$ cat src/rtl/if_id_pipe.sv
// IF->ID pipeline register: valid/ready both sides, optional 2-entry skid, flush, byte swap, stall counter.
// One-cycle latency, no comb if->id path; SKID=1 gives a registered if_ready, SKID=0 a combinational one.
module if_id_pipe #(
  parameter int                ADDR_W     = 32,
  parameter int                INST_W     = 32,
  parameter bit                SWAP_BYTES = 1'b1,
  parameter bit                SKID       = 1'b1,
  parameter logic [INST_W-1:0] NOP_INST   = 32'h00000013,
  parameter int                CNT_W      = 16
) (
  input  logic              clk,
  input  logic              rst,
  input  logic              if_valid,
  output logic              if_ready,
  input  logic [ADDR_W-1:0] if_pc,
  input  logic [INST_W-1:0] if_inst,
  input  logic              flush,
  output logic              id_valid,
  input  logic              id_ready,
  output logic [ADDR_W-1:0] id_pc,
  output logic [INST_W-1:0] id_inst,
  output logic [CNT_W-1:0]  stall_cnt,
  input  logic              stall_clr
);

  typedef enum logic [1:0] {EMPTY = 2'd0, ONE = 2'd1, TWO = 2'd2} state_t;

  state_t            state, state_nxt;
  logic [ADDR_W-1:0] s_pc;
  logic [INST_W-1:0] s_inst;
  logic [INST_W-1:0] cap_inst;
  logic              accept, issue;
  logic              load_m, load_s, m_from_s;
  logic              stall_inc;

  assign id_valid = (state != EMPTY);
  assign accept   = if_valid & if_ready;
  assign issue    = id_valid & id_ready;

  generate
    if (SKID) begin : g_rdy_skid
      // Only depends on state, so if_ready is effectively a register output.
      assign if_ready = !rst && (state != TWO);
    end else begin : g_rdy_single
      assign if_ready = !rst && (!id_valid || id_ready);
    end

    if (SWAP_BYTES) begin : g_swap
      for (genvar i = 0; i < INST_W / 8; i++) begin : g_lane
        assign cap_inst[8*i +: 8] = if_inst[INST_W-8-8*i +: 8];
      end
    end else begin : g_pass
      assign cap_inst = if_inst;
    end
  endgenerate

  always_ff @(posedge clk) begin
    if (rst) state <= EMPTY;
    else     state <= state_nxt;
  end

  always_comb begin
    state_nxt = state;
    load_m    = 1'b0;
    load_s    = 1'b0;
    m_from_s  = 1'b0;
    if (flush) begin
      state_nxt = EMPTY;
    end else begin
      case (state)
        EMPTY: begin
          if (accept) begin
            state_nxt = ONE;
            load_m    = 1'b1;
          end
        end
        ONE: begin
          if (issue && accept) begin
            load_m = 1'b1;
          end else if (issue) begin
            state_nxt = EMPTY;
          end else if (accept && SKID) begin
            state_nxt = TWO;
            load_s    = 1'b1;
          end
        end
        TWO: begin
          if (issue) begin
            state_nxt = ONE;
            m_from_s  = 1'b1;
          end
        end
        default: state_nxt = EMPTY;
      endcase
    end
  end

  // id_pc deliberately holds across flush and drain; only id_inst snaps to NOP.
  always_ff @(posedge clk) begin
    if (rst) begin
      id_pc   <= '0;
      id_inst <= NOP_INST;
      s_pc    <= '0;
      s_inst  <= NOP_INST;
    end else begin
      if (state_nxt == EMPTY) begin
        id_inst <= NOP_INST;
      end else if (load_m) begin
        id_pc   <= if_pc;
        id_inst <= cap_inst;
      end else if (m_from_s) begin
        id_pc   <= s_pc;
        id_inst <= s_inst;
      end
      if (load_s) begin
        s_pc   <= if_pc;
        s_inst <= cap_inst;
      end
    end
  end

  assign stall_inc = id_valid & !id_ready & !flush & (stall_cnt != {CNT_W{1'b1}});

  always_ff @(posedge clk) begin
    if (rst || stall_clr)  stall_cnt <= '0;
    else if (stall_inc)    stall_cnt <= stall_cnt + {{(CNT_W-1){1'b0}}, 1'b1};
  end

endmodule

$ cat config.mk
export PLATFORM = sky130hd
export DESIGN_NAME = if_id_pipe
export DESIGN_NICKNAME = d
export VERILOG_FILES = /design/src/rtl/if_id_pipe.sv
export SDC_FILE = /design/constraint.sdc
export NUM_CORES = 1
export LEC_CHECK = 0
export CAP_MARGIN = 20
export CORE_MARGIN = 1.5
export CORE_UTILIZATION = 54
export CTS_BUF_LIST = sky130_fd_sc_hd__clkbuf_8
export CTS_CLUSTER_DIAMETER = 150
export CTS_CLUSTER_SIZE = 28
export DETAILED_ROUTE_END_ITERATION = 10
export HOLD_SLACK_MARGIN = 0.02
export PLACE_DENSITY = 0.84
export RECOVER_POWER = 50
export SYNTH_ARGS = -nofsm -noshare
export SYNTH_HDL_FRONTEND = slang
export SYNTH_SLANG_ARGS = --single-unit
$ cat constraint.sdc
create_clock -name clk -period 2.9 [get_ports clk]
set_input_delay 0.87 -clock clk [delete_from_list [all_inputs] [get_ports clk]]
set_output_delay 0.87 -clock clk [all_outputs]
set_load 0.005 [all_outputs]
=== Yosys cells after proc, flatten, opt, wreduce, memory -nomap -nowiden ===
Cells that the tools add are included.
Widths: inputs -> output; s select.

* Memory bits (writable): 0
* Logic and storage cells: 51
* Output and inout port bits: 82
* Latch bits: 0
* Memories: 0
* Bits of input ports: 70
* Register bits: 146
* ROM bits: 0

* $add $sub $neg: 1
* Equality and inequality tests: 4
* Bitwise logic cells: 6
* $lt $le $gt $ge: 0
* Muxes and demuxes: 22
* Shift operators: 0
* Reductions and logical operators: 12
* Divide/modulo/power cells: 0
* Multipliers: 0

{| class="wikitable"
|+ Operators by type and width
! kind !! count
|-
| $mux 32 || 4
|-
| $add 16x1->16 const B || 1
|-
| $ne 16x16->1 const B || 1
|-
| $mux 2 || 6
|-
| $mux 1 || 10
|-
| $pmux 2 s3 || 1
|-
| $and 1x1->1 || 5
|-
| $logic_not 2->1 || 2
|-
| $reduce_bool 2->1 || 2
|-
| $logic_not 1->1 || 3
|-
| $eq 2x1->1 const B || 1
|-
| $eq 2x2->1 const B || 1
|-
| $logic_and 1x1->1 || 2
|-
| $ne 2x2->1 const B || 1
|-
| $pmux 1 s2 || 1
|-
| $reduce_and 2->1 || 1
|-
| $reduce_or 2->1 || 1
|-
| $logic_or 1x1->1 || 1
|-
| $not 1->1 || 1
|}

=== Depth between registers and ports, before layout ===
Gate-level depths: netlist (run 1).

* Depth in word-level cells: 11
* Depth in mapped cells: 7
* Depth with buffers taken out: 6

=== Worst setup path before layout (run 1) ===
Ideal clock, no wire load.

* Path kind: input -> output
* Start point: in rst
* End point: out if_ready
* Cell stages on the path: 3
* Path buffers: 2
* Arrival time: 1407 ps
* Required time: 2030 ps
* Slack: 623 ps
* Path through: buf_2 > clkbuf_1 > nor2_1

* Cells in the longest elaborated chain, start to end: 2

{| class="wikitable"
|+ RTL lines
! item !! line !! source
|-
| start, declared || 12 || <nowiki>input logic rst,</nowiki>
|-
| $logic_not 1->1 || 43 || <nowiki>assign if_ready = !rst && (state != TWO);</nowiki>
|-
| $logic_and 1x1->1 || 43 ||
|-
| end, declared || 14 || <nowiki>output logic if_ready,</nowiki>
|}

No other way between the ends.

=== Final worst setup path (run 1) ===
* Start point: in flush
* End point: reg s_pc[2]

* Cells in the longest elaborated chain, start to end: 1

{| class="wikitable"
|+ RTL lines
! item !! line !! source
|-
| start, declared || 17 || <nowiki>input logic flush,</nowiki>
|-
| $mux 1 || 67 || <nowiki>if (flush) begin</nowiki>
|-
| end signal, assigned || 116 || <nowiki>s_pc <= if_pc;</nowiki>
|-
| end, declared || 29 || <nowiki>logic [ADDR_W-1:0] s_pc;</nowiki>
|}

No other way between the ends.
A chain may end at the register's enable or synchronous reset.

==> results.toml, run 1 <==
[grt]
grt-ovfl-total = 0
grt_start_max_net_pins = 86
grt_pass1_vias = 5455
grt_usage = 0.2705
antenna_found_initial = 0
grt_pass1_wl_um = 24670

[setup_path]
arrival_ps = 2910
crit_fanout = 35
critPathKind = "in2reg"
startpoint_type = "input port"
required_ps = 3260
crit_path_end_kind = "register"

[sta]
period_needed_ps = 2554
worstMarginPinSlew_ps = 898.0
tns_ps = 0
grt_setup_unrepaired = "no"
max_freq_ghz = 0.3915
slew_headroom = 0.4013
drv_slew = 0
final-setup-viol-count = 0
finalClockSkew_ps = 9.695
post-route-period-util = 0.8808
finalHoldViolCount = 0

[die]
core_area_um2 = 10790
ioPinCount = 152
die-area_um2 = 11630
die_x_um = 107.8
start_util = 0.5497
dieHeight_um = 107.8
core.rowCount = 38

[flow_run]
cap_violations = 0

[place]
post-dp-hpwl_um = 10140
port_buffers = 151
place_inst = 934
place_congestion = 0.8130

[power_and_ir_drop]
ir_worst_vdd_uv = 542.1
power_density_nw_per_um2 = 475.9
power.leakage_uw = 0.002884

[yosys]
yosys_warnings = 0
ys_types = 39
synth_cells = 673
synth_largest_area_cell = "dfxtp_1"
yosysSeqAreaShare = 0.4926
synth_ff_type = "dfxtp_1"
yosys_register_bits = 146
ys_top_cells_by_count = "dfxtp_1 (146), nand2_1 (137), nor2_1 (81)"
syn-num-nets = 744
synth.avg_cell_area_um2 = 8.816
synth_most_common_cell = "dfxtp_1"
synth.area.top_cells = "dfxtp_1 (49%), mux2i_1 (10%), nand2_1 (8.7%), a211oi_1 (7.7%), a21oi_1 (5.5%)"
syn-cell-area_um2 = 5933
yosys.area.top_type_share = 0.4926
async_reset_ff_frac = 0
synth_edf_count = 0

[drt]
drc_errors = 0
ant_nets = 0
dr.first_iter.drc_count = 320
dr_total_vias = 5330
wl_per_cell_um = 15.85
wl_um = 15280
viasPerCell = 5.529
drt_pre_antenna_iters = 6

[clocking]
clkSlewWorstSetupHoldPaths_ps = 70
clock_path_buffers = 2
cts_htree_levels = 4
insertion_delay_ps = 440
cts_buffers = 17
holdBufCountCts = 0
post_cts_buffers = 0
cts_sinks = 146
ctsResizeCount = 0
clockRootBuffer = "clkbuf_8"
cts_tree = "done"

[finish]
final_nets = 884
final_cells = 964
drive_gt1_frac = 0.06917
antenna_cells = 0
synthToLayoutAreaGrowth_pct = 33.53
fill_cells = 796

[hold_path]
hp-class = "reg2reg"

[run_status]
status = "finished, final reports clean"
[per-layer routing]
layer,track usage,up-vias,wire length [µm]
met5,0,-,0
met4,0.1194,0,336
met3,0.08354,26,909
met2,0.4591,150,7590
met1,0.3133,2553,6443
li1,-,2601,-
[critical path, stage by stage]
cell and delay, ps:
dlygate4sd3_1 660, nor2_1 150, and2_0 230, nand2_2 100
buf_2 570, nand2_1 130, a21oi_1 180
[stage by stage]
step	hold slack [ps]	power, µW	util	setup WS (ps)	instance area (µm²)
floorplan	435.7	2213	-	622.6	5933
global placement	440.9	2412	0.7042	142.1	7600
detailed placement	447.1	2420	0.7042	65.61	7600
CTS	457.5	3800	0.7358	402.3	7941
global route	470.5	3893	0.7341	192.9	7923
finish	455.9	3770	0.7341	345.8	7923
[layout by cell type, fill, tap and decap left out, types with 7 or more instances in the layout]
cell type,netlist,routed
dfxtp_1,146,146
nand2_1,137,136
clkdlybuf4s50_1,0,90
nor2_1,81,83
a21oi_1,65,65
mux2i_1,61,61
a211oi_1,61,61
dlygate4sd3_1,0,60
clkbuf_8,0,22
buf_4,0,13
xnor2_1,12,12
nand3_1,7,7
nor3_1,7,7
[sequential cells by signal (all words and copies together), names as in the netlist]
name       cells
state          2
s_pc          32
id_pc         32
s_inst        32
stall_cnt     16
id_inst       32
[logic make-up after synthesis]
group                    share of synthesized area
adder cells (fa/ha/maj)                   0.002108
AND/OR/NAND/NOR                             0.1974
XOR/XNOR                                   0.01771
flip-flops                                  0.4926
multiplexers                                0.1029
AO/OA/AOI/OAI                               0.1468
buffers and inverters                      0.04049
[path summary, 6_finish.rpt]
kind | start | to | slack, ps | depth (start not counted)
setup / recovery | flush | s_pc[2] | 350 | 7
hold / removal | s_pc[22] | s_pc[22] | 460 | 2
hold reg to reg | s_pc[22] | s_pc[22] | 460 | 2
setup reg to reg | state[0] | id_inst[27] | 1020 | 6
[area by class of cell]
class | count | area (µm²) | share of cell area
Timing Repair Buffer | 169 | 1704 | 0.2151
Clock inverter | 8 | 38.79 | 0.004896
Multi-Input combinational cell | 479 | 2779 | 0.3508
Sequential cell | 146 | 2923 | 0.3689
Tap cell | 140 | 175.2 | 0.02211
Clock buffer | 22 | 302.8 | 0.03822
[report_power, final]
group          total [µW]  switching, µW  internal (µW)
sequential           2060           18.7           2040
combinational         308            138            170
clock                1410            724            681
total                3770            881           2890
Power figures use the tool's default switching activity.
==> run 2: changes to the inputs <==
Settings changed: CORE_UTILIZATION 54 to 53, CTS_BUF_LIST sky130_fd_sc_hd__clkbuf_8 to sky130_fd_sc_hd__clkbuf_16, PLACE_DENSITY 0.84 to 0.83.
Clock period 2.9 ns to 3 ns, I/O delays scaled along.
==> run 2 against run 1 <==
  * Design area grew 2.6%
  * Clock skew about the same
  * Worst hold slack worse by 0.87 ps
  * Critical path depth unchanged
  * Worst setup slack better by 2.3 ps
  * Final cell count fell by 0.21%
  * Clock power grew 52%
  * Register-to-register slack hardly changed
  * Sequential power is 3% lower
  * Critical path type unchanged
  * Critical endpoint is now id_pc[13]
==> results.toml, run 2 (synthesis gave the netlist of run 1 again) <==
[sta]
tns_ps = 0
finalHoldViolCount = 0
period_needed_ps = 2652
post-route-period-util = 0.8840
max_freq_ghz = 0.3771
final-setup-viol-count = 0
worstMarginPinSlew_ps = 843.1
setup_slack_ps = 348.1
drv_slew = 0
grt_setup_unrepaired = "no"
finalClockSkew_ps = 9.719
slew_headroom = 0.4379

[grt]
grt_usage = 0.2729
grt_pass1_wl_um = 25140
grt_pass1_vias = 5268
grt-ovfl-total = 0
grt_start_max_net_pins = 80
antenna_found_initial = 0

[clocking]
cts_tree = "done"
insertion_delay_ps = 420
holdBufCountCts = 0
clock_path_buffers = 2
post_cts_buffers = 0
cts_htree_levels = 4
clkSlewWorstSetupHoldPaths_ps = 50
ctsResizeCount = 0
cts_buffers = 17
cts_sinks = 146
clockRootBuffer = "clkbuf_16"

[finish]
mostFrequentLayoutCells = "dfxtp_1 (146), nand2_1 (136), nor2_1 (83), clkdlybuf4s50_1 (78), dlygate4sd3_1 (72)"
final_area_um2 = 8132
final_util = 0.7468
synthToLayoutAreaGrowth_pct = 37.05
fill_cells = 785
antenna_cells = 0
layout_commonest_cell = "dfxtp_1"
drive_gt1_frac = 0.06448
final_nets = 881

[place]
port_buffers = 151
placed_area_um2 = 7552
post-dp-hpwl_um = 10210
dp_slack_ps = 98.39
place_congestion = 0.8278

[setup_path]
crit_path_end_kind = "register"
cp_slowest_stage_delay_ps = 650
crit_chain = "dlygate4sd3_1 > nor2_1 > and2_0 > nand2_4 > buf_12 > nor2_1 > a211oi_1"
reg2reg_from = "state[0]"
crit_slowest_cell = "dlygate4sd3_1"
reg2reg_to = "id_inst[22]"
crit_fanout = 44
arrival_ps = 2910
rrSetupSlack_ps = 1030
startpoint_type = "input port"
required_ps = 3250
critPathKind = "in2reg"
rr_worst_depth = 6
cp_common_cell = "nor2_1"

[die]
core_area_um2 = 10890
core.rowCount = 38
start_util = 0.5449
die-area_um2 = 11840
dieHeight_um = 108.8
ioPinCount = 152
die_x_um = 108.8

[hold_path]
min-delay-start = "s_inst[30]"
hold_end = "s_inst[30]"
hp-class = "reg2reg"
worstHoldPathCells = 2

[run_status]
status = "finished, final reports clean"

[drt]
wl_per_cell_um = 16.50
met3_length_um = 936
wl_um = 15870
met1_length_um = 6705
dr_total_vias = 5380
viasPerCell = 5.593
ant_nets = 0
dr_wl_met2_um = 7785
drt_pre_antenna_iters = 4
dr.first_iter.drc_count = 460
drc_errors = 0
dr.max_layer_used = "met4"

[power_and_ir_drop]
power_density_nw_per_um2 = 544.7
p_total_uw = 4429
ir_worst_vdd_uv = 493.5
swShare = 0.2093
p_comb_frac = 0.067
switchingPower_uw = 926.8
clock_power_share = 0.483
pwr-share-seq = 0.450
power.leakage_uw = 0.003002
intPower_uw = 3502

[flow_run]
cap_violations = 0
run 2: critical path, delay by kind of cell:
kind,cells,cell delay [ps]
compound gates,1,80
buf+inv,2,900
simple gates,4,1020
run 2: through the flow:
stage	hold WS (ps)	cells
after floorplan	435.7	673
after global placement	440.7	931
after detailed placement	446.1	931
after CTS	454.2	962
after global routing	469.6	962
final	455.0	962
run 2: how the worst max path moves through the flow:
stage / from / end / slack [ps] / cells past startpoint
5_1_grt: flush / id_pc[28] / 240 / 6
3_5_place_dp: id_ready / id_inst[20] / 100 / 7
4_1_cts: rst / if_ready / 450 / 3
2_1_floorplan: rst / if_ready / 660 / 3
6_report: flush / id_pc[13] / 350 / 7
3_3_place_gp: id_ready / id_inst[26] / 170 / 7
run 2: metal layers:
metal	vias up	track usage
met2	189	0.4591
met1	2559	0.3250
met4	0	0.1231
met3	30	0.07412
met5	-	0
li1	2602	-
run 2: area by class of cell:
class / instances / area (µm²) / area share
Timing Repair Buffer: 166 / 1659 / 0.2040
Clock buffer: 17 / 425.4 / 0.05232
Tap cell: 140 / 175.2 / 0.02154
Sequential cell: 146 / 2923 / 0.3594
Clock inverter: 14 / 170.2 / 0.02093
Multi-Input combinational cell: 479 / 2779 / 0.3417
run 2: power groups by stage:
stage / clock network [µW] / registers [µW] / logic [µW]
after CTS: 2160 / 1990 / 309
final: 2140 / 1990 / 299
after global placement: 0 / 2030 / 298
after detailed placement: 0 / 2030 / 305
after floorplan: 0 / 2030 / 106
after global routing: 2250 / 1990 / 322
==> RTL edit 1, RTL diff (flow settings as in run 1) <==
Put one more register stage on the output `stall_cnt`, with the module's reset. The value now appears one clock later. The other outputs are not delayed to match.
--- a/src/rtl/if_id_pipe.sv
+++ b/src/rtl/if_id_pipe.sv
@@ -24,6 +24,8 @@
 );
 
   typedef enum logic [1:0] {EMPTY = 2'd0, ONE = 2'd1, TWO = 2'd2} state_t;
+
+  logic [CNT_W-1:0] stall_cnt_s0;
 
   state_t            state, state_nxt;
   logic [ADDR_W-1:0] s_pc;
@@ -119,11 +121,19 @@
     end
   end
 
-  assign stall_inc = id_valid & !id_ready & !flush & (stall_cnt != {CNT_W{1'b1}});
+  assign stall_inc = id_valid & !id_ready & !flush & (stall_cnt_s0 != {CNT_W{1'b1}});
 
   always_ff @(posedge clk) begin
-    if (rst || stall_clr)  stall_cnt <= '0;
-    else if (stall_inc)    stall_cnt <= stall_cnt + {{(CNT_W-1){1'b0}}, 1'b1};
+    if (rst || stall_clr)  stall_cnt_s0 <= '0;
+    else if (stall_inc)    stall_cnt_s0 <= stall_cnt_s0 + {{(CNT_W-1){1'b0}}, 1'b1};
+  end
+
+  always_ff @(posedge clk) begin
+    if (rst) begin
+      stall_cnt <= '0;
+    end else begin
+      stall_cnt <= stall_cnt_s0;
+    end
   end
 
 endmodule
Formal check against the unedited RTL: not equivalent (Yosys sat finds a counterexample within 4 cycles, from zero or initial values and one cycle with rst high).
==> RTL edit 1 against run 1 <==
- sequential cell count is 16 higher
- worst setup slack worse by 0.081 ns
- clock skew up 0.0019 ns
- area after synthesis rose by 7.5%
- via count increased by 4.5%
- critical endpoint is now if_ready
- design area up 5.8%
- register-to-register slack better by 0.07 ns
- non-clock buffer count is 6 lower
- power increased by 11%
- largest cell class unchanged
- routed wire length is 3.4% higher
==> RTL edit 1: results (changes against run 1) <==
[grt]
grt_max_degree = 90  ; was 86
grt_first_pass_wirelength_mm = 25.9  ; was 24.7 mm
grt.met2_usage_pct = 43.0  ; was 45.9%
antenna_found_initial = 1  ; was 0
use_met1_pct = 31.1  ; was 31.3%

[worst_setup_path]
crit_arrival_ns = 1.76  ; was 2.91 ns
max_stage_delay_ns = 0.53  ; was 0.66 ns
cp_slowest_cell = clkdlybuf4s50_1  ; was dlygate4sd3_1

[final_layout]
fin_cells = 994  ; was 964
drive_gt1_share_pct = 6.59  ; was 6.92%

[drt]
drt-initial-drc-count = 389  ; was 320
wl_met3_um = 963  ; was 909 um
wl_met1_mm = 6.84  ; was 6.44 mm
vias = 5571  ; was 5330
wl_met2_mm = 7.71  ; was 7.59 mm

[synth]
synth_compound_area_share_pct = 14.1  ; was 14.7%
synth_nets = 778  ; was 744
synth_cell_types = 42  ; was 39
synth-xor-area-share_pct = 1.65  ; was 1.77%
synth_commonest_cells = dfxtp_1, nand2_1, nor2_1  ; unchanged

[place]
pre_cts_ws_ns = 0.0711  ; was 0.0656 ns
dp_cells = 963  ; was 934

[clocking]
clkLatencyLatePin_ns = 0.46  ; was 0.44 ns

[outcome]
outcome = finished, final reports clean  ; unchanged

[power]
sequentialPower_mw = 2.28  ; was 2.06 mW
switching_share_pct = 21.8  ; was 23.4%
p_leak_nw = 3.11  ; was 2.88 nW
clock_net_power_mw = 1.61  ; was 1.41 mW
peakVddDrop_mv = 0.394  ; was 0.542 mV

[sta]
clock_skew_ns = 0.0116  ; was 0.00970 ns

-- RTL edit 1: worst reg2reg max path: cells and delay by family, from the launching register on --
| family | cells | cell delay (ns) |
|---|---|---|
| adder cells (fa/ha/maj) | 1 | 0.26 |
| flip-flops | 1 | 0.40 |
| XOR/XNOR | 1 | 0.16 |
| AND/OR/NAND/NOR | 4 | 0.87 |
-- RTL edit 1: path summary, 6_finish.rpt --
| kind | start | endpoint | slack (ns) | depth (start not counted) |
|---|---|---|---|---|
| max | state[0] | if_ready | 0.27 | 3 |
| min | s_inst[17] | s_inst[17] | 0.45 | 2 |
| max reg2reg | stall_cnt_s0[0] | stall_cnt_s0[14] | 1.09 | 6 |
| min reg2reg | s_inst[17] | s_inst[17] | 0.45 | 2 |
-- RTL edit 1: area by class of cell --
cell class                      instances  area [um2]
Sequential cell                       162        3240
Antenna cell                            1        2.50
Fill cell                             834        3080
Multi-Input combinational cell        495        2920
Tap cell                              143         179
Clock buffer                           22         303
Timing Repair Buffer                  163        1650
Clock inverter                          8        86.3
==> RTL edit 2, RTL diff (settings of run 1) <==
Without the edit above. The parameter `CNT_W` goes from 16 to 32.
--- a/src/rtl/if_id_pipe.sv
+++ b/src/rtl/if_id_pipe.sv
@@ -6,7 +6,7 @@
   parameter bit                SWAP_BYTES = 1'b1,
   parameter bit                SKID       = 1'b1,
   parameter logic [INST_W-1:0] NOP_INST   = 32'h00000013,
-  parameter int                CNT_W      = 16
+  parameter int                CNT_W      = 32
 ) (
   input  logic              clk,
   input  logic              rst,
Interface: changed (resized stall_cnt); port bits go from 152 to 168. The function was not compared with the original's and may differ.
==> RTL edit 2 against run 1 <==
- final cell count rose by 16%
- power increased by 13%
- sequential power is 11% higher
- area after synthesis increased by 14%
- worst setup slack worse by 0.078 ns
- design area grew 14%
- synthesized cell count rose by 17%
- combinational power is 5% higher
- routed wire length is 19% higher
- sequential cell count rose by 16
- critical path type unchanged
- critical endpoint is now stall_cnt[31]
==> RTL edit 2: results (changes against run 1) <==
[outcome]
outcome = finished, final reports clean  ; unchanged

[drt]
wirelength_mm = 18.2  ; was 15.3 mm
wl_met1_mm = 7.66  ; was 6.44 mm
highest_layer = met4  ; unchanged
drt-initial-drc-count = 467  ; was 320
wl_met2_mm = 8.95  ; was 7.59 mm
vias = 6398  ; was 5330
first_pass_iters = 5  ; was 6
wl_met3_mm = 1.13  ; was 909 um

[power]
switching_share_pct = 22.6  ; was 23.4%
p_leak_nw = 3.40  ; was 2.88 nW
peakVddDrop_mv = 0.339  ; was 0.542 mV

[grt]
grt_pass1_vias = 6265  ; was 5455
grtUsageTotal_pct = 27.9  ; was 27.0%
grt_first_pass_wirelength_mm = 29.5  ; was 24.7 mm
grt_max_degree = 61  ; was 86

[clocking]
cts_made_buffers = 17  ; unchanged
postCtsSetupBuffers = 0  ; unchanged
htree_levels = 4  ; unchanged
clock_path_buffers = 2  ; unchanged
clk_pin_slew_ns = 0.07  ; about the same

[place]
dpl-instance-area_um2 = 8670  ; was 7600 um2
dp_hpwl_mm = 12.4  ; was 10.1 mm
pre_cts_ws_ns = 0.00181  ; was 0.0656 ns
place.gp.congestion = 0.845  ; was 0.813
io_buffers = 167  ; was 151

[synth]
syn-mean-instance-area_um2 = 8.60  ; was 8.82 um2
synthFlopType = dfxtp_1  ; unchanged
synth_nets = 857  ; was 744
synth_commonest_cells = dfxtp_1, nand2_1, nor2_1  ; unchanged
synth_cell_types = 45  ; was 39
ys_top_cells_by_area = dfxtp_1, mux2i_1, nand2_1  ; unchanged
ys_seq_area_share_pct = 48.0  ; was 49.3%

[final_layout]
drive_gt1_share_pct = 6.74  ; was 6.92%
nets = 1007  ; was 884
fin_cells = 1117  ; was 964

[sta]
max-slew-margin-rel_pct = 46.3  ; was 40.1%
clock_skew_ns = 0.0103  ; was 0.00970 ns

[worst_setup_path]
crit_fanout = 5  ; was 35
crit_arrival_ns = 3.00  ; was 2.91 ns
cpLargestDelayFamily = simple AND/OR/NAND/NOR gates  ; was buffers and inverters
cp_slowest_cell = or4_1  ; was dlygate4sd3_1
max_stage_delay_ns = 0.57  ; was 0.66 ns

[min_path]
holdCritPathClass = flop to flop  ; unchanged

==> RTL edit 2: cell types whose count changed after synthesis, sizes merged, moves of 8 or more <==
cell,before,now
or4,0,8
dfxtp,146,162
a21oi,66,78
xnor2,12,2
a31oi,0,8
buf,23,15
clkbuf,25,43
or3,1,13
nand2,138,153
o21ai,3,13
==> RTL edit 2: final timing paths <==
kind	start	end	slack, ns	depth (start not counted)
worst max-delay path	flush	stall_cnt[31]	0.27	6
worst min-delay path	s_inst[16]	s_inst[16]	0.46	2
worst max register to register	stall_cnt[1]	stall_cnt[9]	0.60	5
worst min register to register	s_inst[16]	s_inst[16]	0.46	2
==> RTL edit 2: power groups by stage <==
stage | clock (mW) | sequential [mW] | combinational [mW]
floorplan | 0 | 2.33 | 0.115
global placement | 0 | 2.33 | 0.324
detailed placement | 0 | 2.33 | 0.333
CTS | 1.67 | 2.28 | 0.336
global route | 1.77 | 2.28 | 0.350
finish | 1.65 | 2.28 | 0.324
==> RTL edit 2: per-layer routing <==
layer	global-route usage (%)	up-vias
li1	-	3081
met2	48.1	208
met1	32.9	3065
met5	0	-
met4	11.4	0
met3	7.70	44
==> RTL edit 2: tightest hold or removal path: stages (launching register included) <==
cell	delay (ns)
dfxtp_1	0.31
nand2_1	0.05
a21oi_1	0.05
==> RTL edit 2: layout make-up <==
type / count / area (um2)
sequential: 162 / 3240
multi-input combinational: 565 / 3290
inverter: 1 / 3.75
tap: 168 / 210
clock buffer: 18 / 248
timing repair buffer: 189 / 1900
clock inverter: 14 / 149
fill: 903 / 3070
==> RTL edit 2: logic make-up (layout without fill, tap and decap cells) <==
kind of cell | count (synthesis) | in the layout | share of synthesized area, %
flip-flops | 162 | 162 | 48.0
adder cells (fa/ha/maj) | 1 | 1 | 0.185
AO/OA/AOI/OAI | 185 | 185 | 17.6
multiplexers | 64 | 64 | 9.48
XOR/XNOR | 3 | 3 | 0.389
AND/OR/NAND/NOR | 312 | 312 | 20.9
buffers and inverters | 59 | 222 | 3.50
